--- config.mk ---
export PLATFORM = sky130hd
export DESIGN_NAME = rtc_timekeeper
export DESIGN_NICKNAME = d
export VERILOG_FILES = /design/src/rtl/rtc_pkg.sv /design/src/rtl/bcd_mod_counter.sv /design/src/rtl/rtc_timekeeper.sv
export SDC_FILE = /design/constraint.sdc
export NUM_CORES = 1
export LEC_CHECK = 0
export CAP_MARGIN = 20
export CORE_MARGIN = 3
export CORE_UTILIZATION = 38
export CTS_BUF_LIST = sky130_fd_sc_hd__clkbuf_16
export CTS_CLUSTER_DIAMETER = 40
export DETAILED_ROUTE_END_ITERATION = 12
export PLACE_DENSITY = 0.56
export SYNTH_ARGS = -nofsm -noshare
export SYNTH_HDL_FRONTEND = slang
export SYNTH_SLANG_ARGS = --single-unit
--- constraint.sdc ---
create_clock -name clk_i -period 8.05 [get_ports clk_i]
set_input_delay 0.805 -clock clk_i [delete_from_list [all_inputs] [get_ports clk_i]]
set_output_delay 0.805 -clock clk_i [all_outputs]
set_load 0.05 [all_outputs]
--- src/rtl/rtc_pkg.sv ---
`default_nettype none
// ----------------------------------------------------------------------------
// rtc_pkg: shared BCD types, time limits and digit helpers for rtc_timekeeper
// Revision: 1.0
// ----------------------------------------------------------------------------
package rtc_pkg;

    typedef logic [3:0] bcd_digit_t;
    typedef logic [7:0] bcd_pair_t;

    localparam int SEC_MAX = 59;
    localparam int MIN_MAX = 59;
    localparam int HR_MAX  = 23;

    function automatic bcd_pair_t to_bcd(input int v);
        return {4'(v / 10), 4'(v % 10)};
    endfunction

    // Both digits decimal and the pair within 00..max.
    function automatic logic bcd_valid(input bcd_pair_t p, input int max);
        return (p[7:4] <= 4'd9) && (p[3:0] <= 4'd9) && (p <= to_bcd(max));
    endfunction

    function automatic bcd_pair_t hr_to_12h(input bcd_pair_t h);
        case (h)
            8'h00:   return 8'h12;
            8'h13:   return 8'h01;
            8'h14:   return 8'h02;
            8'h15:   return 8'h03;
            8'h16:   return 8'h04;
            8'h17:   return 8'h05;
            8'h18:   return 8'h06;
            8'h19:   return 8'h07;
            8'h20:   return 8'h08;
            8'h21:   return 8'h09;
            8'h22:   return 8'h10;
            8'h23:   return 8'h11;
            default: return h;
        endcase
    endfunction

endpackage
`default_nettype wire

--- src/rtl/bcd_mod_counter.sv ---
`default_nettype none
// ----------------------------------------------------------------------------
// bcd_mod_counter: two-digit BCD counter wrapping at MAX, clear has priority
// Revision: 1.0
// ----------------------------------------------------------------------------
module bcd_mod_counter
    import rtc_pkg::*;
#(
    parameter int MAX = 59
) (
    input  logic       clk_i,
    input  logic       rst_i,
    input  logic       inc_i,
    input  logic       clr_i,
    output logic [7:0] value_o,
    output logic [7:0] next_o,
    output logic       carry_o
);

    localparam bcd_pair_t MAX_BCD = to_bcd(MAX);

    bcd_pair_t value_q;
    bcd_pair_t value_d;

    always_comb begin
        value_d = value_q;
        carry_o = 1'b0;
        if (clr_i) begin
            value_d = 8'h00;
        end else if (inc_i) begin
            if (value_q == MAX_BCD) begin
                value_d = 8'h00;
                carry_o = 1'b1;
            end else if (value_q[3:0] == 4'd9) begin
                value_d = {value_q[7:4] + 4'd1, 4'd0};
            end else begin
                value_d = {value_q[7:4], value_q[3:0] + 4'd1};
            end
        end
    end

    always_ff @(posedge clk_i or negedge rst_i) begin
        if (!rst_i) begin
            value_q <= 8'h00;
        end else begin
            value_q <= value_d;
        end
    end

    assign value_o = value_q;
    assign next_o  = value_d;

endmodule
`default_nettype wire

--- src/rtl/rtc_timekeeper.sv ---
`default_nettype none
// ----------------------------------------------------------------------------
// rtc_timekeeper: BCD hh:mm:ss clock, prescaler, set buttons, 12/24h, alarm
// Revision: 1.0
// ----------------------------------------------------------------------------
module rtc_timekeeper
    import rtc_pkg::*;
#(
    parameter int CLK_FREQ_HZ = 100_000_000,
    parameter int TEST_DIV    = 1000,
    parameter int ALARM_SEC   = 60
) (
    input  logic       clk_i,
    input  logic       rst_i,
    input  logic       set_hour_i,
    input  logic       set_min_i,
    input  logic       test_i,
    input  logic       mode12_i,
    input  logic       alarm_en_i,
    input  logic [7:0] alarm_hr_i,
    input  logic [7:0] alarm_min_i,
    input  logic       alarm_ack_i,
    output logic [3:0] hr_left_o,
    output logic [3:0] hr_right_o,
    output logic [3:0] min_left_o,
    output logic [3:0] min_right_o,
    output logic [3:0] sec_left_o,
    output logic [3:0] sec_right_o,
    output logic       pm_o,
    output logic       tick_o,
    output logic       alarm_o
);

    localparam int DIV_MAX = (CLK_FREQ_HZ > TEST_DIV) ? CLK_FREQ_HZ : TEST_DIV;
    localparam int CNT_W   = $clog2(DIV_MAX);
    localparam logic [CNT_W-1:0] LAST_NORM = CNT_W'(CLK_FREQ_HZ - 1);
    localparam logic [CNT_W-1:0] LAST_TEST = CNT_W'(TEST_DIV - 1);

    logic [CNT_W-1:0] cnt_q, cnt_d;
    logic             tick_q, tick_d;
    logic             set_hour_q, set_min_q, ack_q;
    logic             sec_zero_q, sec_zero_d;
    logic             alarm_q, alarm_d;
    logic [7:0]       tmo_q, tmo_d;
    logic [7:0]       hr_disp_q, hr_disp_d;
    logic             pm_q, pm_d;

    logic       fire_min, fire_hr, fire_ack, match;
    logic       sec_carry, min_carry;
    logic [7:0] sec_val, min_val, hr_val, hr_next;
    logic [7:0] sec_next_unused, min_next_unused;
    logic       hr_carry_unused;

    assign fire_min = set_min_i & ~set_min_q;
    assign fire_hr  = set_hour_i & ~set_hour_q;
    assign fire_ack = alarm_ack_i & ~ack_q;

    bcd_mod_counter #(.MAX(SEC_MAX)) u_sec (
        .clk_i  (clk_i),
        .rst_i  (rst_i),
        .inc_i  (tick_q),
        .clr_i  (fire_min),
        .value_o(sec_val),
        .next_o (sec_next_unused),
        .carry_o(sec_carry)
    );

    bcd_mod_counter #(.MAX(MIN_MAX)) u_min (
        .clk_i  (clk_i),
        .rst_i  (rst_i),
        .inc_i  (fire_min | sec_carry),
        .clr_i  (1'b0),
        .value_o(min_val),
        .next_o (min_next_unused),
        .carry_o(min_carry)
    );

    // A manual minute step never ripples into the hours.
    bcd_mod_counter #(.MAX(HR_MAX)) u_hr (
        .clk_i  (clk_i),
        .rst_i  (rst_i),
        .inc_i  (fire_hr | (min_carry & ~fire_min)),
        .clr_i  (1'b0),
        .value_o(hr_val),
        .next_o (hr_next),
        .carry_o(hr_carry_unused)
    );

    always_comb begin
        cnt_d  = cnt_q + 1'b1;
        tick_d = 1'b0;
        if (fire_min) begin
            cnt_d = '0;
        end else if (cnt_q >= (test_i ? LAST_TEST : LAST_NORM)) begin
            cnt_d  = '0;
            tick_d = 1'b1;
        end
    end

    assign sec_zero_d = fire_min | sec_carry;
    assign match      = sec_zero_q & alarm_en_i
                      & bcd_valid(alarm_hr_i, HR_MAX) & bcd_valid(alarm_min_i, MIN_MAX)
                      & (hr_val == alarm_hr_i) & (min_val == alarm_min_i);

    always_comb begin
        alarm_d = alarm_q;
        tmo_d   = tmo_q;
        if (!alarm_en_i || fire_ack) begin
            alarm_d = 1'b0;
            tmo_d   = 8'd0;
        end else if (match) begin
            alarm_d = 1'b1;
            tmo_d   = 8'(ALARM_SEC);
        end else if (alarm_q && tick_q) begin
            if (tmo_q <= 8'd1) begin
                alarm_d = 1'b0;
                tmo_d   = 8'd0;
            end else begin
                tmo_d = tmo_q - 8'd1;
            end
        end
    end

    // Display hour is registered from the counter's next value so it lines up with the other digits.
    assign hr_disp_d = mode12_i ? hr_to_12h(hr_next) : hr_next;
    assign pm_d      = (hr_next >= 8'h12);

    always_ff @(posedge clk_i or negedge rst_i) begin
        if (!rst_i) begin
            cnt_q      <= '0;
            tick_q     <= 1'b0;
            set_hour_q <= 1'b0;
            set_min_q  <= 1'b0;
            ack_q      <= 1'b0;
            sec_zero_q <= 1'b0;
            alarm_q    <= 1'b0;
            tmo_q      <= 8'd0;
            hr_disp_q  <= 8'h00;
            pm_q       <= 1'b0;
        end else begin
            cnt_q      <= cnt_d;
            tick_q     <= tick_d;
            set_hour_q <= set_hour_i;
            set_min_q  <= set_min_i;
            ack_q      <= alarm_ack_i;
            sec_zero_q <= sec_zero_d;
            alarm_q    <= alarm_d;
            tmo_q      <= tmo_d;
            hr_disp_q  <= hr_disp_d;
            pm_q       <= pm_d;
        end
    end

    assign hr_left_o   = hr_disp_q[7:4];
    assign hr_right_o  = hr_disp_q[3:0];
    assign min_left_o  = min_val[7:4];
    assign min_right_o = min_val[3:0];
    assign sec_left_o  = sec_val[7:4];
    assign sec_right_o = sec_val[3:0];
    assign pm_o        = pm_q;
    assign tick_o      = tick_q;
    assign alarm_o     = alarm_q;

endmodule
`default_nettype wire

==> results of run 1 <==
[placed cells by master (no fill, tap or decap), types with 2 or more instances in the layout]
cell / count
nor3_1: 16
nor2_1: 59
xnor2_1: 18
nor4_1: 5
nor3b_1: 3
o31ai_1: 4
o21ai_0: 30
nand3_1: 21
clkinvlp_4: 4
inv_1: 25
nand2b_1: 2
or2b_2: 3
xor2_1: 23
clkdlybuf4s50_1: 49
or3_1: 2
o21ai_1: 4
o31a_1: 2
a21oi_1: 21
a21o_1: 6
mux2i_1: 2
ha_1: 30
nand4b_1: 2
nand2_1: 33
and3b_1: 4
or2_2: 2
o211ai_1: 4
and4b_1: 2
o21bai_1: 2
or4_1: 4
a211o_1: 4
and3_1: 8
clkbuf_16: 9
a31oi_1: 3
and4_1: 2
and2_1: 2
dfrtp_1: 74
nand4_1: 8
nor2b_1: 7
[worst max-delay path by stage]
stage	from	endpoint	slack (ps)	depth (start not counted)
floorplan	u_min.value_o[0]	hr_disp_q[1]	4950	11
global placement	test_i	cnt_q[9]	3870	11
detailed placement	test_i	cnt_q[21]	3760	11
CTS	test_i	cnt_q[5]	4110	11
global route	test_i	cnt_q[16]	3840	11
finish	test_i	cnt_q[26]	4180	11
[sequential cells by signal (all words and copies together) (netlist names)]
| signal | cells |
|---|---|
| u_min.value_o | 8 |
| sec_zero_q | 1 |
| alarm_o | 1 |
| tick_o | 1 |
| cnt_q | 27 |
| set_hour_q | 1 |
| pm_o | 1 |
| hr_disp_q | 8 |
| ack_q | 1 |
| u_hr.value_o | 8 |
| u_sec.value_o | 8 |
| set_min_q | 1 |
| tmo_q | 8 |
[cell families after synthesis]
family                   count (synthesis)  share of synthesized area
AO/OA/AOI/OAI                           96                     0.1447
XOR/XNOR                                41                    0.08017
adder cells (fa/ha/maj)                 30                    0.08380
buffers and inverters                   33                    0.03491
flip-flops                              74                     0.4134
multiplexers                             4                    0.01006
AND/OR/NAND/NOR                        195                     0.2330
[where the power goes]
| group | internal [mW] | total (mW) | switching [mW] |
|---|---|---|---|
| Combinational | 0.201 | 0.501 | 0.300 |
| Clock | 0.207 | 0.369 | 0.162 |
| Sequential | 0.433 | 0.508 | 0.0752 |
| Total | 0.841 | 1.38 | 0.537 |
[critical path: cells and delay by family]
| family | cells | cell delay (ps) |
|---|---|---|
| simple gates | 4 | 1350 |
| buf+inv | 2 | 960 |
| compound gates | 4 | 590 |
| fa+ha+maj | 1 | 330 |
[synth_stat cells, types with 16 or more instances]
cell type	instances	area [um2]
nand3_1	21	105.1
inv_1	24	90.09
nor3_1	16	80.08
xnor2_1	18	157.7
nor2_1	59	221.5
a21oi_1	21	105.1
ha_1	30	375.4
o21ai_0	30	150.1
dfrtp_1	74	1852
nand2_1	33	123.9
xor2_1	23	201.4
[stage by stage]
stage,std cells,setup slack (ps),util,power [mW],hold slack (ps)
3_5_place_dp,657,3759,0.4439,1.016,478.3
3_3_place_gp,657,3875,0.4439,1.011,478.7
5_1_grt,673,3844,0.4676,1.465,525.7
4_1_cts,673,4113,0.4676,1.396,493.8
6_report,673,4175,0.4676,1.378,500.1
2_1_floorplan,473,4945,-,0.8654,447.7
[layer usage]
layer	share of wire	GRT usage	vias to the layer above
li1	-	-	1791
met1	0.48	0.2049	1702
met2	0.48	0.2468	34
met3	0.027	0.02748	13
met4	0.018	0.07284	0
met5	0	0	-
[area by class of cell]
cell class | count | area (um2) | share of cell area
multi-input cells | 366 | 2471 | 0.4608
flip-flops and latches | 74 | 1852 | 0.3453
repair buffers | 50 | 498.0 | 0.09286
clock buffers | 9 | 225.2 | 0.04200
well taps | 143 | 178.9 | 0.03336
inverters | 24 | 90.09 | 0.01680
clock inverters | 7 | 47.55 | 0.008866
==> impl_metrics.toml, run 1 <==
[final_layout]
final_cell_area_mm2 = 0.005363
layout.nets = 579
syn2layout_area_growth_pct = 19.72
num-fill-cells = 1078
n_antenna_cell = 0
layout-drive-gt1-share = 0.07170

[detailed_routing]
wl_mm = 9.657
routedWlPerCell_um = 14.35
num_vias = 3540
drt_iter0_drc = 149
route.detailed.drc = 0
firstDrtPassIters = 4
avgViaCountPerCell = 5.260
drtAntennaViolNets = 0

[die]
die_x_um = 114.6
die_h_um = 114.6
row_count = 39
ios = 51
coreArea_mm2 = 0.01147
die_area_mm2 = 0.01313
initial_utilization = 0.3906

[cts]
cts.htree.levels = 3
clk_latency_ps = 340
cts_max_path_buffers = 2
hold_buffers = 0
clk_pin_slew_ps = 60
cts_tree = "done"
cts-root-buf = "clkbuf_16"
cts.sinks = 74
ctsResizeCount = 0
cts_setup_buffers = 0
cts-buffers-inserted = 9

[grt]
grt_usage = 0.1552
grt_overflow = 0
grt_max_degree = 75
antenna_found_initial = 0
grt_pass1_vias = 3464
grt_pass1_wl_mm = 16.32

[logic_synthesis]
synth.distinct_cells = 67
avgSynthCellArea_um2 = 9.470
synthArstFlopShare = 1.000
synth_area_mm2 = 0.004479
seq_area_frac_synth = 0.4134
synth_edf_count = 0
synth_seq_cells = 74
yosysWarnings = 0
synthCells = 473
synth_flop_cell = "dfrtp_1"
synth_fp_nets = 527

[power_and_ir_drop]
power.leakage_nw = 2.416
cellPowerDensity_mw_per_mm2 = 257.0
peakVddDrop_mv = 0.1735

[sta]
setup_violations = 0
max_freq_mhz = 258.1
min_period_ps = 3875
fin_skew_ps = 4.513
hold_violations = 0
rsz0062_at_grt = "no"
max_slew_margin = 0.3773
slew_violations = 0
tightest_slew_ps = 934.0
setup_tns_ps = 0
period_share = 0.4813

[worst_hold_path]
hold_depth = 1
hold_start = "cnt_q[0]"
hold_path.class = "reg -> reg"
hold_end = "cnt_q[0]"

[placement]
dp_hpwl_mm = 6.976
gp_congestion = 0.7709
place_area_mm2 = 0.005090
port_buffers = 50

[setup_path]
worstPathCellList = "clkdlybuf4s50_1 > inv_1 > ha_1 > nand4_1 > or4_1 > o31ai_1 > a211o_1 > a2111oi_0 > o31a_1 > nand2_1 > nor2_1"
crit_fanout = 26
required_ps = 8240
r2r-start = "u_min.value_o[1]"
path_class = "in -> reg"
reg2regPathDepth = 11
cp-end-kind = "flop"
rrSetupSlack_ps = 4740
r2r_end = "hr_disp_q[1]"
cpPeakStageDelay_ps = 830
slowest_stage = "clkdlybuf4s50_1"
critPathLaunchType = "input port"
arrival_ps = 4060

[status]
outcome = "complete, no violations"

[run]
maxCapViolCount = 0
Power figures use the tool's default switching activity.
==> run 2, diff against run 1 <==
Clock period 8.05 ns to 3.6 ns, I/O delays scaled along.
==> run 2 against run 1 <==
  * Hold slack worse by 340 ps
  * First-iteration DRC count is 2.0% lower
  * Largest power group unchanged
  * Cell count increased by 0.45%
==> impl_metrics.toml, run 2 (same netlist as run 1, synthesis figures left out) <==
[setup_path]
r2r_end = "hr_disp_q[1]"
critPathLaunchType = "flop"
crit_path_start = "u_min.value_o[5]"
cpPeakStageDelay_ps = 470
crit_top_cell = "inv_1"
worstPathCellList = "inv_1 > ha_1 > and3b_2 > nand4_4 > o21ai_4 > mux2i_2 > inv_1 > or2_2 > a2111oi_4 > o31a_2 > mux2i_1"
cp-end-kind = "flop"
crit_fanout = 9
cp.depth = 11
path_buf_inv = 2
arrival_ps = 3430
path_delay_family = "compound AO/OA/AOI/OAI gates"
r2r-start = "u_min.value_o[5]"
required_ps = 3850
reg2regPathDepth = 11
slowest_stage = "mux2i_2"
rrSetupSlack_ps = 420
crit_end = "hr_disp_q[1]"
path_class = "reg -> reg"

[die]
die_x_um = 114.6
row_count = 39
ios = 51
die_area_mm2 = 0.01313
initial_utilization = 0.3906
coreArea_mm2 = 0.01147
die_h_um = 114.6

[cts]
cts.sinks = 74
cts_setup_buffers = 0
cts-root-buf = "clkbuf_16"
cts_max_path_buffers = 2
clk_pin_slew_ps = 60
clk_latency_ps = 330
cts_tree = "done"
ctsResizeCount = 0
hold_buffers = 0
cts-buffers-inserted = 9
cts.htree.levels = 3

[run]
maxCapViolCount = 0

[final_layout]
n_antenna_cell = 0
layout-drive-gt1-share = 0.07505
syn2layout_area_growth_pct = 20.81
final_cell_mix = "dfrtp_1, nor2_1, clkdlybuf4s50_1, nand2_1"
largest_reg_flops = 27
layout.nets = 582
num-fill-cells = 1076
top_register = "cnt_q"
final_common_cell = "dfrtp_1"

[detailed_routing]
drtAntennaViolNets = 0
firstDrtPassIters = 4
avgViaCountPerCell = 5.220
wl_mm = 9.564
drt_iter0_drc = 146
routedWlPerCell_um = 14.15
num_vias = 3529
route.detailed.drc = 0

[grt]
grt_max_degree = 75
grt_overflow = 0
antenna_found_initial = 0
grt_usage = 0.1563
grt_pass1_wl_mm = 16.46
grt_pass1_vias = 3414

[sta]
fin_skew_ps = 6.894
setup_tns_ps = 0
slew_violations = 0
tightest_slew_ps = 942.2
rsz0062_at_grt = "no"
hold_violations = 0
holdWs_ps = 158.1
min_period_ps = 3177
max_slew_margin = 0.3719
period_share = 0.8826
max_freq_mhz = 314.7
setup_violations = 0

[power_and_ir_drop]
cellPowerDensity_mw_per_mm2 = 580.1
finalPower_mw = 3.139
power.leakage_nw = 2.459
peakVddDrop_mv = 0.3248

[worst_hold_path]
hold_path.class = "in -> async"

[placement]
port_buffers = 50
dp_hpwl_mm = 6.966
gp_congestion = 0.8247

[status]
outcome = "complete, no violations"
==> run 2: layout make-up <==
type | count | area [um2] | area share
multi-input cells | 366 | 2471 | 0.4566
flip-flops and latches | 74 | 1852 | 0.3422
repair buffers | 53 | 533.0 | 0.09850
clock buffers | 9 | 225.2 | 0.04162
well taps | 143 | 178.9 | 0.03306
inverters | 24 | 90.09 | 0.01665
clock inverters | 7 | 61.31 | 0.01133
==> run 2: through the flow <==
step | worst slack (ps) | area (um2) | utilization | std cells
detailed placement | 238.8 | 5125 | 0.4469 | 660
floorplan | 495.3 | 4479 | - | 473
CTS | 422.3 | 5411 | 0.4719 | 676
global route | 165.5 | 5411 | 0.4719 | 676
global placement | 334.2 | 5125 | 0.4469 | 660
finish | 422.8 | 5411 | 0.4719 | 676
==> run 2: worst min path at each step <==
stage / from / endpoint / slack (ps) / cells past startpoint
after floorplan: rst_i / ack_q / 60 / 0
after global placement: cnt_q[0] / cnt_q[0] / 480 / 1
after detailed placement: cnt_q[0] / cnt_q[0] / 480 / 1
after CTS: rst_i / cnt_q[18] / 220 / 1
after global routing: rst_i / cnt_q[20] / 270 / 1
final: rst_i / cnt_q[20] / 160 / 1
==> run 2: layer usage <==
metal | track usage | vias to the layer above | wire length, um | share of wire
met5 | 0 | - | 0 | 0
met4 | 0.06413 | 0 | 176 | 0.018
met3 | 0.02907 | 14 | 322 | 0.034
met2 | 0.2487 | 41 | 4528 | 0.47
met1 | 0.2090 | 1685 | 4537 | 0.47
li1 | - | 1789 | - | -
==> run 2: where the power goes <==
group	switching, mW	internal [mW]	total (mW)
registers	0.169	0.968	1.14
clock network	0.350	0.529	0.879
logic	0.669	0.454	1.12
total	1.19	1.95	3.14
==> run 3, diff against run 2 <==
Settings changed: CORE_MARGIN 3 to 2.
==> run 3 against run 2 <==
  * Clock skew down 2.3 ps
  * Non-clock buffer count unchanged
  * Register-to-register slack about the same
  * Clock-buffer cell count unchanged
  * Clock power up 9.3%
==> impl_metrics.toml, run 3 (same netlist as run 1, synthesis figures left out) <==
[final_layout]
layout-drive-gt1-share = 0.07692
final_cell_mix = "dfrtp_1, nor2_1, clkdlybuf4s50_1, nand2_1"
multi_input_area_mm2 = 0.002471
top_register = "cnt_q"
layout.nets = 582
seq_area_mm2 = 0.001852
largest_reg_flops = 27
syn2layout_area_growth_pct = 21.51
num-fill-cells = 1086
n_antenna_cell = 0
final_common_cell = "dfrtp_1"

[setup_path]
critPathLaunchType = "flop"
slowest_stage = "mux2i_2"
worstPathCellList = "inv_1 > ha_1 > and3b_2 > nand4_4 > o21ai_4 > mux2i_2 > inv_1 > or2_2 > a2111oi_4 > o31a_2 > mux2i_1"
path_buf_inv = 2
crit_top_cell = "inv_1"
path_class = "reg -> reg"
arrival_ps = 3440
crit_fanout = 9
cpPeakStageDelay_ps = 470
path_delay_family = "simple AND/OR/NAND/NOR gates"
rrSetupSlack_ps = 420
required_ps = 3860
cp-end-kind = "flop"

[sta]
period_share = 0.8838
max_slew_margin = 0.3604
min_period_ps = 3182
rsz0062_at_grt = "no"
max_freq_mhz = 314.3
slew_violations = 0
tightest_slew_ps = 959.5
setup_violations = 0
setup_tns_ps = 0
fin_skew_ps = 4.578
hold_violations = 0

[detailed_routing]
routedWlPerCell_um = 14.29
drt_iter0_drc = 148
drtAntennaViolNets = 0
firstDrtPassIters = 4
wl_mm = 9.660
avgViaCountPerCell = 5.281
num_vias = 3570
route.detailed.drc = 0

[grt]
antenna_found_initial = 0
grt_max_degree = 75
grt_usage = 0.1631
grt_pass1_vias = 3487
grt_overflow = 0
grt_pass1_wl_mm = 16.83

[placement]
dp_hpwl_mm = 6.983
gp_congestion = 0.8023
port_buffers = 50

[die]
ios = 51
coreArea_mm2 = 0.01147
die_x_um = 112.6
die_area_mm2 = 0.01267
row_count = 39
die_h_um = 112.6
initial_utilization = 0.3906

[cts]
clk_latency_ps = 330
cts.sinks = 74
cts_tree = "done"
cts-buffers-inserted = 9
cts_max_path_buffers = 2
clk_pin_slew_ps = 60
cts_setup_buffers = 0
hold_buffers = 0
cts.htree.levels = 3
ctsResizeCount = 0
cts-root-buf = "clkbuf_16"

[power_and_ir_drop]
power.share.clock = 0.298
switching_power_mw = 1.197
cellPowerDensity_mw_per_mm2 = 592.4
seqPwrFrac = 0.353
p_int_mw = 2.027
netSwitchingFraction = 0.3712
comb_power_share = 0.349
finalPower_mw = 3.224
power.leakage_nw = 2.460
peakVddDrop_mv = 0.3438

[status]
outcome = "complete, no violations"

[worst_hold_path]
hold_path.class = "in -> async"

[run]
maxCapViolCount = 0
-- run 3: cell type report --
class                   instances  area share
multi-input cells             366      0.4540
flip-flops and latches         74      0.3402
clock inverters                 7     0.01701
clock buffers                   9     0.04138
well taps                     143     0.03287
repair buffers                 53     0.09793
inverters                      24     0.01655
-- run 3: power groups by stage --
| stage | logic (mW) | registers, mW | clock network, mW |
|---|---|---|---|
| after floorplan | 0.603 | 1.33 | 0 |
| after global placement | 1.12 | 1.15 | 0 |
| after detailed placement | 1.13 | 1.15 | 0 |
| after CTS | 1.14 | 1.14 | 0.995 |
| after global routing | 1.24 | 1.16 | 1.04 |
| final | 1.13 | 1.14 | 0.961 |
-- run 3: through the flow --
step,utilization,cells,hold WS (ps),cell area [um2],setup WS [ps]
after floorplan,-,473,64.41,4479,495.3
after global placement,0.4469,660,475.3,5125,315.6
after detailed placement,0.4469,660,479.7,5125,200.6
after CTS,0.4746,676,218.7,5443,394.7
after global routing,0.4746,676,266.6,5443,134.4
final,0.4746,676,171.0,5443,418.4
-- run 3: metal layers --
metal,vias up,track usage,part of all wire
met5,-,0,0
met4,0,0.06179,0.015
met3,11,0.03024,0.031
met2,44,0.2655,0.47
met1,1727,0.2165,0.48
li1,1788,-,-
-- run 3: path summary, 6_finish.rpt --
kind	start	to	depth (start not counted)
min in group clk_i	cnt_q[0]	cnt_q[0]	1
worst max register to register	u_min.value_o[5]	hr_disp_q[1]	11
worst min register to register	cnt_q[0]	cnt_q[0]	1
max in group asynchronous	rst_i	cnt_q[4]	1
worst max-delay path	u_min.value_o[5]	hr_disp_q[1]	11
worst min-delay path	rst_i	cnt_q[18]	1
==> edit (flow settings as in run 3) <==
The parameter `CLK_FREQ_HZ` goes from 100_000_000 to 200_000_000.
--- a/src/rtl/rtc_timekeeper.sv
+++ b/src/rtl/rtc_timekeeper.sv
@@ -6,7 +6,7 @@
 module rtc_timekeeper
     import rtc_pkg::*;
 #(
-    parameter int CLK_FREQ_HZ = 100_000_000,
+    parameter int CLK_FREQ_HZ = 200_000_000,
     parameter int TEST_DIV    = 1000,
     parameter int ALARM_SEC   = 60
 ) (
Check against the original RTL: no difference found for any inputs over 10 cycles, from zero or initial values and one cycle with rst_i low; that may be too few to reach the edited logic, so the function may still have changed.
==> edit against run 3 <==
  * The run now ends with design-rule violations left
  * Wire length grew 3.1%
  * Design area hardly changed
  * Sequential share of layout area grew 0.44 points
  * Power is 3.6% higher
  * Setup slack better by 0.31 ns
  * Fmax up 11%
  * Critical path depth stayed put
  * Area after synthesis up 1.0%
  * Non-clock buffer count is 1 higher
  * Sequential cell count rose by 1
  * Utilization down 0.18 points
  * Synthesized cell count up 1.9%
  * Global-route usage rose by 0.33 points
  * Critical endpoint is now hr_disp_q[4]$_DFF_PN0_
  * Largest cell class unchanged
  * Largest power group is now combinational logic
==> edit: results (changes against run 3) <==
global_routing:
  grt_pass1_vias: 3520  # +0.95%
  met1_usage_pct: 22.0  # +0.35 points
  grt_first_pass_wirelength_um: 17200  # +2.4%
  grt_max_degree: 76  # +1.3%
  met3_usage_pct: 4.98  # +2.0 points
final_layout:
  nets: 589  # +1.2%
  multi_input_area_um2: 2480  # +0.41%
  sh_seq_area_pct: 34.5  # +0.44 points
  nNonClkInverters: 25  # +4.2%
  fillers: 1074  # -1.1%
  largest_reg_flops: 28  # +3.7%
drt:
  via_per_inst: 5.27  # -0.23%
  drc: 8  # +8
  wl_met1_um: 4770  # +3.2%
  drtIter0Drc: 224  # +51%
synthesis:
  netlist_top_cells_area: "dfrtp_1 41%, ha_1 8.0%, xor2_1 6.6%, nor2_1 4.8%, nand2_1 3.4%"
  synth_cell_types: 63  # -6.0%
  synthCells: 482  # +1.9%
  synth_xor_area_share_pct: 9.10  # +1.1 points
sta:
  finClkSkew_ns: 0.00450  # -0.0000796 ns
placed_design:
  placed_cells: 668  # +1.2%
  place_hpwl_um: 7250  # +3.8%
  gp_congestion: 0.881  # +9.7%
  place_area_um2: 5160  # +0.66%
  dpl_worst_slack_ns: 0.482  # +0.282 ns
outcome:
  status: "complete, but fails checks"
  violations: "design-rule violations"
power:
  finalPower_mw: 3.34  # +3.6%
[edit: cell types whose count changed after synthesis, moves of 6 or more]
cell            run 3  this run
a21oi_1            21        14
o21ai_0            30        24
nand2_1            33        41
a21o_1              6        12
xor2_1             23        34
[edit: worst max path at each step]
stage                                      start                     end  slack (ns)  cells after the start
finish              u_sec.value_o[1]$_DFFE_PN0P_  hr_disp_q[4]$_DFF_PN0_        0.73                     11
global route        u_min.value_o[1]$_DFFE_PN0P_  hr_disp_q[4]$_DFF_PN0_        0.45                     10
CTS                 u_sec.value_o[0]$_DFFE_PN0P_  hr_disp_q[4]$_DFF_PN0_        0.73                     10
detailed placement                     set_min_i  hr_disp_q[4]$_DFF_PN0_        0.48                     10
global placement                       set_min_i  hr_disp_q[1]$_DFF_PN0_        0.63                     10
floorplan           u_min.value_o[4]$_DFFE_PN0P_  hr_disp_q[4]$_DFF_PN0_        0.78                     10
